File: config.mk
export PLATFORM = sky130hd
export DESIGN_NAME = alu_operand_collector_flat
export DESIGN_NICKNAME = d
export VERILOG_FILES = /design/src/rtl/alu_operand_collector_if.sv /design/src/rtl/alu_operand_collector.sv /design/src/flat_wrapper.sv
export SDC_FILE = /design/constraint.sdc
export NUM_CORES = 1
export LEC_CHECK = 0
export ABC_CLOCK_PERIOD_IN_PS = 2100
export CORE_AREA = 3 3 61 91
export DETAILED_ROUTE_END_ITERATION = 16
export DIE_AREA = 0 0 64 94
export PLACE_DENSITY_LB_ADDON = 0.15
export SYNTH_ARGS = -nofsm -noshare
export SYNTH_HDL_FRONTEND = slang
export SYNTH_SLANG_ARGS = --single-unit
File: constraint.sdc
create_clock -name clk -period 2.1 [get_ports clk]
set_input_delay 0.21 -clock clk [delete_from_list [all_inputs] [get_ports clk]]
set_output_delay 0.21 -clock clk [all_outputs]
set_load 0.02 [all_outputs]
File: src/rtl/alu_operand_collector_if.sv
// rtl/alu_operand_collector_if.sv - operand stream in, {oc,a,b} bundle out
// slave is the collector side, master is the sequencer/ALU side.
interface alu_operand_collector_if #(
  parameter int DATA_WIDTH = 16,
  parameter int CNT_WIDTH  = 16
);
  logic                  in_valid;
  logic                  in_ready;
  logic [DATA_WIDTH-1:0] in_data;
  logic [2:0]            in_oc;
  logic                  out_valid;
  logic                  out_ready;
  logic [2:0]            oc;
  logic [DATA_WIDTH-1:0] a;
  logic [DATA_WIDTH-1:0] b;
  logic                  div_zero;
  logic [CNT_WIDTH-1:0]  op_count;

  modport slave (
    input  in_valid, in_data, in_oc, out_ready,
    output in_ready, out_valid, oc, a, b, div_zero, op_count
  );

  modport master (
    output in_valid, in_data, in_oc, out_ready,
    input  in_ready, out_valid, oc, a, b, div_zero, op_count
  );
endinterface

File: src/rtl/alu_operand_collector.sv
// rtl/alu_operand_collector.sv - collects opcode + A/B beats into an ALU bundle
// IDLE takes A (and opcode), WAIT_B takes B, FULL holds the bundle until accepted.
module alu_operand_collector #(
  parameter int DATA_WIDTH = 16,
  parameter int CNT_WIDTH  = 16
) (
  input  logic                   clk,
  input  logic                   rst,
  input  logic                   flush,
  alu_operand_collector_if.slave bus
);

  localparam logic [2:0] OC_DIV = 3'b011;
  localparam logic [2:0] OC_NOT = 3'b100;

  typedef enum logic [1:0] {
    S_IDLE   = 2'd0,
    S_WAIT_B = 2'd1,
    S_FULL   = 2'd2
  } state_t;

  state_t                state_q, state_d;
  logic [2:0]            oc_q, oc_d;
  logic [DATA_WIDTH-1:0] a_q, a_d;
  logic [DATA_WIDTH-1:0] b_q, b_d;
  logic                  div_zero_q, div_zero_d;
  logic                  out_valid_q, out_valid_d;
  logic [CNT_WIDTH-1:0]  op_count_q, op_count_d;
  logic                  in_ready;
  logic                  a_beat, b_beat, issue;

  // flush wins over every transfer, so the qualifiers all include !flush
  assign a_beat = (state_q == S_IDLE)   && bus.in_valid  && !flush;
  assign b_beat = (state_q == S_WAIT_B) && bus.in_valid  && !flush;
  assign issue  = (state_q == S_FULL)   && bus.out_ready && !flush;

  always_ff @(posedge clk) begin
    if (rst) begin
      state_q     <= S_IDLE;
      oc_q        <= '0;
      a_q         <= '0;
      b_q         <= '0;
      div_zero_q  <= 1'b0;
      out_valid_q <= 1'b0;
      op_count_q  <= '0;
    end else begin
      state_q     <= state_d;
      oc_q        <= oc_d;
      a_q         <= a_d;
      b_q         <= b_d;
      div_zero_q  <= div_zero_d;
      out_valid_q <= out_valid_d;
      op_count_q  <= op_count_d;
    end
  end

  always_comb begin
    state_d = state_q;
    if (flush) begin
      state_d = S_IDLE;
    end else begin
      case (state_q)
        S_IDLE:   if (bus.in_valid) state_d = (bus.in_oc == OC_NOT) ? S_FULL : S_WAIT_B;
        S_WAIT_B: if (bus.in_valid) state_d = S_FULL;
        S_FULL:   if (bus.out_ready) state_d = S_IDLE;
        default:  state_d = S_IDLE;
      endcase
    end
  end

  always_comb begin
    oc_d       = oc_q;
    a_d        = a_q;
    b_d        = b_q;
    op_count_d = op_count_q;
    if (a_beat) begin
      a_d  = bus.in_data;
      oc_d = bus.in_oc;
      if (bus.in_oc == OC_NOT) b_d = '0;
    end
    if (b_beat) b_d = bus.in_data;
    if (issue) op_count_d = op_count_q + {{(CNT_WIDTH-1){1'b0}}, 1'b1};
    // a unary entry into FULL comes from IDLE where div_zero is already 0
    if (b_beat) div_zero_d = (oc_q == OC_DIV) && (bus.in_data == '0);
    else        div_zero_d = (state_d == S_FULL) ? div_zero_q : 1'b0;
    out_valid_d = (state_d == S_FULL);
  end

  always_comb begin
    in_ready = (state_q != S_FULL);
  end

  assign bus.in_ready  = in_ready;
  assign bus.out_valid = out_valid_q;
  assign bus.oc        = oc_q;
  assign bus.a         = a_q;
  assign bus.b         = b_q;
  assign bus.div_zero  = div_zero_q;
  assign bus.op_count  = op_count_q;

endmodule
File: src/flat_wrapper.sv
// flat-port wrapper written by rule: the top's interface ports become plain ports
module alu_operand_collector_flat 
#(
  parameter int DATA_WIDTH = 16,
  parameter int CNT_WIDTH  = 16
)
  (clk, rst, flush, bus_in_valid, bus_in_data, bus_in_oc, bus_out_ready, bus_in_ready, bus_out_valid, bus_oc, bus_a, bus_b, bus_div_zero, bus_op_count);
  alu_operand_collector_if #(.DATA_WIDTH(DATA_WIDTH), .CNT_WIDTH(CNT_WIDTH)) bus_i ();
  input  logic clk;
  input  logic rst;
  input  logic flush;
  input wire logic [$bits(bus_i.in_valid)-1:0] bus_in_valid;
  input wire logic [$bits(bus_i.in_data)-1:0] bus_in_data;
  input wire logic [$bits(bus_i.in_oc)-1:0] bus_in_oc;
  input wire logic [$bits(bus_i.out_ready)-1:0] bus_out_ready;
  output wire logic [$bits(bus_i.in_ready)-1:0] bus_in_ready;
  output wire logic [$bits(bus_i.out_valid)-1:0] bus_out_valid;
  output wire logic [$bits(bus_i.oc)-1:0] bus_oc;
  output wire logic [$bits(bus_i.a)-1:0] bus_a;
  output wire logic [$bits(bus_i.b)-1:0] bus_b;
  output wire logic [$bits(bus_i.div_zero)-1:0] bus_div_zero;
  output wire logic [$bits(bus_i.op_count)-1:0] bus_op_count;
  assign bus_i.in_valid = bus_in_valid;
  assign bus_i.in_data = bus_in_data;
  assign bus_i.in_oc = bus_in_oc;
  assign bus_i.out_ready = bus_out_ready;
  assign bus_in_ready = bus_i.in_ready;
  assign bus_out_valid = bus_i.out_valid;
  assign bus_oc = bus_i.oc;
  assign bus_a = bus_i.a;
  assign bus_b = bus_i.b;
  assign bus_div_zero = bus_i.div_zero;
  assign bus_op_count = bus_i.op_count;
  alu_operand_collector #(.DATA_WIDTH(DATA_WIDTH), .CNT_WIDTH(CNT_WIDTH)) u_core (.clk(clk), .rst(rst), .flush(flush), .bus(bus_i));
endmodule
==> out/summary.txt, run 1 <==
Status -> finished clean
Clock slew at reported path FFs -> 0.10 ns
Worst Setup End Kind -> flop
Leak -> 1.10 nW
Total GRT Usage -> 0.197
Final wirelength -> 5590 µm
Place WS -> -0.0575 ns
CTS Buffer Depth -> 2
GP Congestion -> 0.784
FFs w/ async S/R, synth -> 0
Minimum clock period -> 1.91 ns
Number of cell rows -> 31
Setup_tns -> 0 ns
Final setup fails -> 0
Slew headroom -> 0.331
Final hold violations -> 0
Final antenna-violating net count -> 0
Hold WC Path Type -> flop to flop
Wirelength per Cell -> 14.4 µm
Register cell area after layout -> 1100 µm²
Initial antenna violation count -> 0
Crit path required time -> 2.34 ns
Num CTS Buffers -> 5
DR vias/cell -> 5.18
Fmax -> 0.523 GHz
Area of the multi-input gates -> 952 µm²
DRC Markers -> 0
Bufs and invs on worst path -> 1
Fill cells -> 418
Synthesized Nets -> 259
Clk sinks -> 55
Family with the most delay on the worst path -> simple AND/OR/NAND/NOR gates
CP Max Fanout -> 4
Yosys top cell area share -> 0.521
Die Y -> 94 µm
Root buffer cell -> clkbuf_8
Cell taking the most area after synthesis -> dfxtp_1
Distinct cell type count after synthesis -> 35
Worst vdd ir -> 0.464 mV
Clk_skew -> 0.00529 ns
Vias in the first global route -> 2048
Number of hold buffers added after CTS -> 0
Yosys reg bits -> 55
Die Area -> 6020 µm²
Post-synth EDFFs -> 0
Cell Chain, Critical Path -> ha_1 > inv_1 > or4_1 > or4_1 > a21oi_1
Avg Inst Size Synth -> 9.03 µm²
Total global routing overflow -> 0
Post-CTS Repair Setup Buffers -> 0
Post-Synthesis Cell Area -> 2110 µm²
Crit Path Category -> flop to flop
Hold slack -> 0.458 ns
Post-CTS resize count -> 0
Max-cap viol count -> 0
Top Ports -> 78
Synthesized instance count -> 234
Ys Warns -> 0
Area grow syn2layout -> 49.5%
Hpwl dp -> 4040 µm
Ant diodes -> 0
Initial DRC count -> 110
Most frequent cells after synthesis -> dfxtp_1 (55), nand2_1 (46), a21oi_1 (26)
H-tree Lvls -> 2
Share of the yosys chip area belonging to registers -> 0.521
CTS tree -> built
Chip Width -> 64 µm
RSZ-0062 raised after global routing -> no
Count leader, synth -> dfxtp_1
Core ar. -> 4850 µm²
Predominant post-synthesis flop cell -> dfxtp_1
PwrDens -> 642 nW/µm²
Startpoint types -> flop
Routed via count -> 2010
Worst slew pin tran -> 0.998 ns
I/O Buffers -> 77
Layout cell share with drive strength beyond 1 -> 0.0901
Top cell by count, worst path -> or4_1
Worst Setup Slack, final -> 0.189 ns
Layout net count -> 346
Clock insertion delay at the later pin of the skew report -> 0.31 ns
Final Slew Violations -> 0
CP startpoint -> u_core.bus.op_count[0]
Largest net degree at the start of global routing -> 42
Initial Util -> 0.436
Reg-to-reg startpoint -> u_core.bus.op_count[0]
TritonRoute pass-1 iters -> 4
CP max-delay cell -> or4_1
Hold path startpoint -> u_core.bus.a[4]
Synth top area cells -> dfxtp_1 (52%), nand2_1 (8.2%), a22o_1 (6.6%), a21oi_1 (6.2%), xnor2_1 (2.5%)
Crit path largest cell delay -> 0.53 ns
First-pass GRT wire length -> 9300 µm
Fin crit share -> 0.910
Critical path data arrival time -> 2.16 ns
stage by stage:
step / area (µm²) / std cells / power [mW] / util
CTS: 3160 / 388 / 2.05 / 0.652
global route: 3160 / 388 / 2.11 / 0.652
finish: 3160 / 388 / 2.03 / 0.652
detailed placement: 3040 / 380 / 1.32 / 0.627
global placement: 3040 / 380 / 1.32 / 0.627
floorplan: 2110 / 234 / 1.20 / -
cells in the final DEF, fill, tap and decap left out:
cell             synthesis  layout
clkdlybuf4s50_1          0      77
nor4b_1                  1       1
nor4bb_1                 2       2
dfxtp_1                 55      55
nor4_1                   5       5
o41ai_1                  1       1
o211ai_1                 1       1
mux2_2                   1       1
clkbuf_8                 0       6
bufinv_16                0       1
xor2_1                   2       2
or4_1                    5       5
or4b_2                   1       1
a21oi_1                 26      26
and4b_1                  1       1
or3_1                    5       5
ha_1                     1       1
nor3_2                   0       1
o31ai_1                  2       2
nand2_1                 46      46
o32a_1                   1       1
clkinv_2                 0       1
a22o_1                  16      16
nand4bb_1                1       1
inv_1                    4       4
nor3_1                   5       4
buf_4                    0      16
nor2_1                  12      12
nand4_1                  4       4
o21ai_0                  5       5
nand3_1                  5       5
or3b_2                   1       1
and4_1                   1       1
nor4_4                   0       1
nand2b_1                 2       2
nor2b_1                  2       2
xnor2_1                  6       6
registers in the layout, summed over array words and instances, names as in the netlist:
signal	count
u_core.bus.out_valid	1
u_core.bus.div_zero	1
u_core.state_q	2
u_core.bus.oc	3
u_core.bus.b	16
u_core.bus.op_count	16
u_core.bus.a	16
final cells by class:
cell class / count / share of cell area
sequential: 55 / 0.349
inverter: 4 / 0.00475
multi-input combinational: 162 / 0.301
tap: 66 / 0.0261
clock buffer: 6 / 0.0261
timing repair buffer: 93 / 0.282
clock inverter: 2 / 0.0111
worst register-to-register path: stages, from the launching register on:
cell and delay [ns]:
dfxtp_1 0.41, ha_1 0.21, inv_1 0.06, or4_1 0.53
or4_1 0.49, a21oi_1 0.15
logic make-up after synthesis:
family | Yosys count | share of synthesized area
adder cells (fa/ha/maj) | 1 | 0.00592
multiplexers | 1 | 0.00533
buffers and inverters | 17 | 0.0349
AND/OR/NAND/NOR | 100 | 0.240
AO/OA/AOI/OAI | 52 | 0.159
flip-flops | 55 | 0.521
XOR/XNOR | 8 | 0.0332
per-layer routing:
layer	up-vias	share of wire	GRT usage
met5	-	0	0
met4	0	0.0091	0.0829
met3	4	0.062	0.0575
met2	57	0.53	0.349
met1	951	0.40	0.217
li1	998	-	-
where the power goes:
part / switching [mW] / internal [mW] / total, mW
clock: 0.342 / 0.386 / 0.729
sequential: 0.0141 / 1.07 / 1.08
combinational: 0.111 / 0.109 / 0.220
total: 0.467 / 1.56 / 2.03
final timing paths:
check	endpoint	slack [ns]	cells past startpoint
max	u_core.bus.op_count[14]	0.19	5
min	u_core.bus.a[4]	0.46	2
max reg2reg	u_core.bus.op_count[14]	0.19	5
min reg2reg	u_core.bus.a[4]	0.46	2
No activity file was read; power rests on OpenSTA's default activity.
==> run 2: changes to the inputs <==
--- a/config.mk
+++ b/config.mk
@@ -13,3 +13,4 @@
 export SYNTH_ARGS = -nofsm -noshare
 export SYNTH_HDL_FRONTEND = slang
 export SYNTH_SLANG_ARGS = --single-unit
+export TNS_END_PERCENT = 20
==> results of run 2 <==
The final DEF is identical to that of run 1; final timing and power are the same.
==> run 3: changes to the inputs <==
--- a/config.mk
+++ b/config.mk
@@ -6,9 +6,10 @@
 export NUM_CORES = 1
 export LEC_CHECK = 0
 export ABC_CLOCK_PERIOD_IN_PS = 2100
-export CORE_AREA = 3 3 61 91
+export CORE_AREA = 3 3 68 102
 export DETAILED_ROUTE_END_ITERATION = 16
-export DIE_AREA = 0 0 64 94
+export DIE_AREA = 0 0 71 105
+export GPL_TIMING_DRIVEN = 0
 export PLACE_DENSITY_LB_ADDON = 0.15
 export SYNTH_ARGS = -nofsm -noshare
 export SYNTH_HDL_FRONTEND = slang
==> run 3 against run 2 <==
  * Register-to-register slack worse by 0.07 ns
  * Setup slack lost 0.070 ns
  * Non-clock buffer count decreased by 5
  * Largest cell class unchanged
==> out/summary.txt, run 3 (synthesis results as in run 1) <==
PwrDens -> 626 nW/µm² (was 642 nW/µm²)
Worst Setup End Kind -> flop (unchanged)
Ant diodes -> 0 (unchanged)
Place WS -> -0.367 ns (was -0.0575 ns)
CTS tree -> built (unchanged)
Total GRT Usage -> 0.154 (was 0.197)
Routed via count -> 1956 (was 2010)
Critical path data arrival time -> 2.22 ns (was 2.16 ns)
Switching Share -> 0.240 (was 0.230)
Commonest non-fill, non-tap cells in the layout -> clkdlybuf4s50_1 (76), dfxtp_1 (49), nand2_1 (46), a21oi_1 (26), a22o_1 (16) (was clkdlybuf4s50_1 (77), dfxtp_1 (55), nand2_1 (46), a21oi_1 (26))
Initial antenna violation count -> 0 (unchanged)
Final hold violations -> 0 (unchanged)
Reg-to-reg endpoint -> u_core.bus.op_count[14] (unchanged)
GP Congestion -> 0.752 (was 0.784)
Layout net count -> 341 (was 346)
Max-cap viol count -> 0 (unchanged)
Clk sinks -> 55 (unchanged)
Fin crit share -> 0.943 (was 0.910)
Clk_skew -> 0.00919 ns (was 0.00529 ns)
CP Max Fanout -> 9 (was 4)
Startpoint types -> input port (was flop)
CP startpoint -> bus_out_ready (was u_core.bus.op_count[0])
Commonest non-fill, non-tap cell in the layout -> clkdlybuf4s50_1 (unchanged)
Slew headroom -> 0.285 (was 0.331)
Dpl cells -> 384 (was 380)
Area grow syn2layout -> 46.4% (was 49.5%)
Top Ports -> 78 (unchanged)
Core ar. -> 6130 µm² (was 4850 µm²)
Largest net degree at the start of global routing -> 16 (was 42)
Worst slew pin tran -> 1.07 ns (was 0.998 ns)
I/O Buffers -> 76 (was 77)
Layout cell share with drive strength beyond 1 -> 0.0757 (was 0.0901)
Number of hold buffers added after CTS -> 0 (unchanged)
Root buffer cell -> clkbuf_8 (unchanged)
Reg-to-reg startpoint -> u_core.state_q[0] (was u_core.bus.op_count[0])
Worst Setup Slack, final -> 0.120 ns (was 0.189 ns)
Clock power frac -> 0.332 (was 0.359)
Status -> finished clean (unchanged)
Hpwl dp -> 4200 µm (was 4040 µm)
Die Y -> 105 µm (was 94 µm)
Chip Width -> 71 µm (was 64 µm)
Num CTS Buffers -> 5 (unchanged)
Initial Util -> 0.345 (was 0.436)
Worst R2R Path Depth -> 6 (was 5)
Reg2Reg Setup Slack -> 0.12 ns (was 0.19 ns)
Final wirelength -> 5700 µm (was 5590 µm)
Fill cells -> 610 (was 418)
H-tree Lvls -> 2 (unchanged)
DRC Markers -> 0 (unchanged)
Logic pwr share -> 0.110 (was 0.108)
Hold WC Path Type -> input port to flop (was flop to flop)
Crit Path Category -> input port to flop (was flop to flop)
Post-CTS Repair Setup Buffers -> 0 (unchanged)
Fmax -> 0.505 GHz (was 0.523 GHz)
Clock insertion delay at the later pin of the skew report -> 0.31 ns (about the same)
Worst Setup EP -> u_core.bus.op_count[14] (unchanged)
Leak -> 1.04 nW (was 1.10 nW)
Final Slew Violations -> 0 (unchanged)
CTS Buffer Depth -> 2 (unchanged)
RSZ-0062 raised after global routing -> no (unchanged)
Minimum clock period -> 1.98 ns (was 1.91 ns)
Final antenna-violating net count -> 0 (unchanged)
Sequential power share -> 0.558 (was 0.532)
TritonRoute pass-1 iters -> 4 (unchanged)
Clock slew at reported path FFs -> 0.10 ns (about the same)
Initial DRC count -> 33 (was 110)
Final non-filler cell total -> 391 (was 388)
Total global routing overflow -> 0 (unchanged)
Number of cell rows -> 35 (was 31)
Vias in the first global route -> 1936 (was 2048)
Die Area -> 7460 µm² (was 6020 µm²)
DR vias/cell -> 5.00 (was 5.18)
Crit path required time -> 2.34 ns (about the same)
Net Switching -> 0.466 mW (was 0.467 mW)
Wirelength per Cell -> 14.6 µm (was 14.4 µm)
Internal power -> 1.47 mW (was 1.56 mW)
First-pass GRT wire length -> 9130 µm (was 9300 µm)
Worst vdd ir -> 0.356 mV (was 0.464 mV)
Final setup fails -> 0 (unchanged)
run 3: cell count changes in the layout (fill, tap and decap cells not counted), moves of 2 or more:
cell	before	now
buf_2	0	2
buf_4	16	0
clkbuf_1	0	7
clkbuf_2	0	2
dfxtp_1	55	49
dfxtp_2	0	6
run 3: power groups by stage:
stage | Clock [mW] | Sequential [mW] | Combinational (mW)
detailed placement | 0 | 1.10 | 0.214
global route | 0.702 | 1.08 | 0.232
global placement | 0 | 1.10 | 0.213
floorplan | 0 | 1.13 | 0.0674
finish | 0.643 | 1.08 | 0.213
CTS | 0.668 | 1.08 | 0.216
run 3: critical path, cell delays in order:
cell and delay (ns):
clkdlybuf4s50_1 0.55, nand4bb_1 0.11, buf_2 0.17, or4_1 0.39, buf_2 0.18, or4_1 0.48, a21oi_1 0.14
run 3: timing repair:
action	in CTS	in global routing
pin swaps	0	0
gates resized for setup	2	10
setup endpoints to repair	10	22
run 3: per-layer routing:
layer,share of wire,vias up,global-route usage
met2,0.51,56,0.281
met3,0.063,7,0.0423
met5,0,-,0
li1,-,992,-
met4,0.016,0,0.0497
met1,0.41,901,0.168
run 3: how the worst min path moves through the flow:
stage                         start             endpoint  slack [ns]  cells after the start
detailed placement            flush    u_core.state_q[0]        0.42                      2
finish                        flush    u_core.state_q[0]         0.1                      2
CTS                           flush    u_core.state_q[0]        0.08                      2
global route                  flush    u_core.state_q[1]        0.09                      2
floorplan           bus_in_data[15]  u_core.bus.div_zero        0.31                      1
global placement              flush    u_core.state_q[0]        0.42                      2
run 3: layout make-up:
type | count | area, µm² | area share
inverter | 4 | 15.0 | 0.00485
sequential | 55 | 1110 | 0.358
buffer | 12 | 57.6 | 0.0186
multi-input combinational | 162 | 958 | 0.310
timing repair buffer | 76 | 761 | 0.246
clock buffer | 8 | 100 | 0.0324
tap | 74 | 92.6 | 0.0299
run 3: stage by stage:
stage	cell area, µm²	setup TNS (ns)	utilization	power (mW)	hold slack [ns]
floorplan	2110	0	-	1.20	0.309
global placement	2970	-5.58	0.484	1.32	0.421
detailed placement	2970	-6.27	0.484	1.32	0.423
CTS	3070	0	0.501	1.96	0.0826
global route	3090	0	0.504	2.02	0.0903
finish	3090	0	0.504	1.94	0.0951
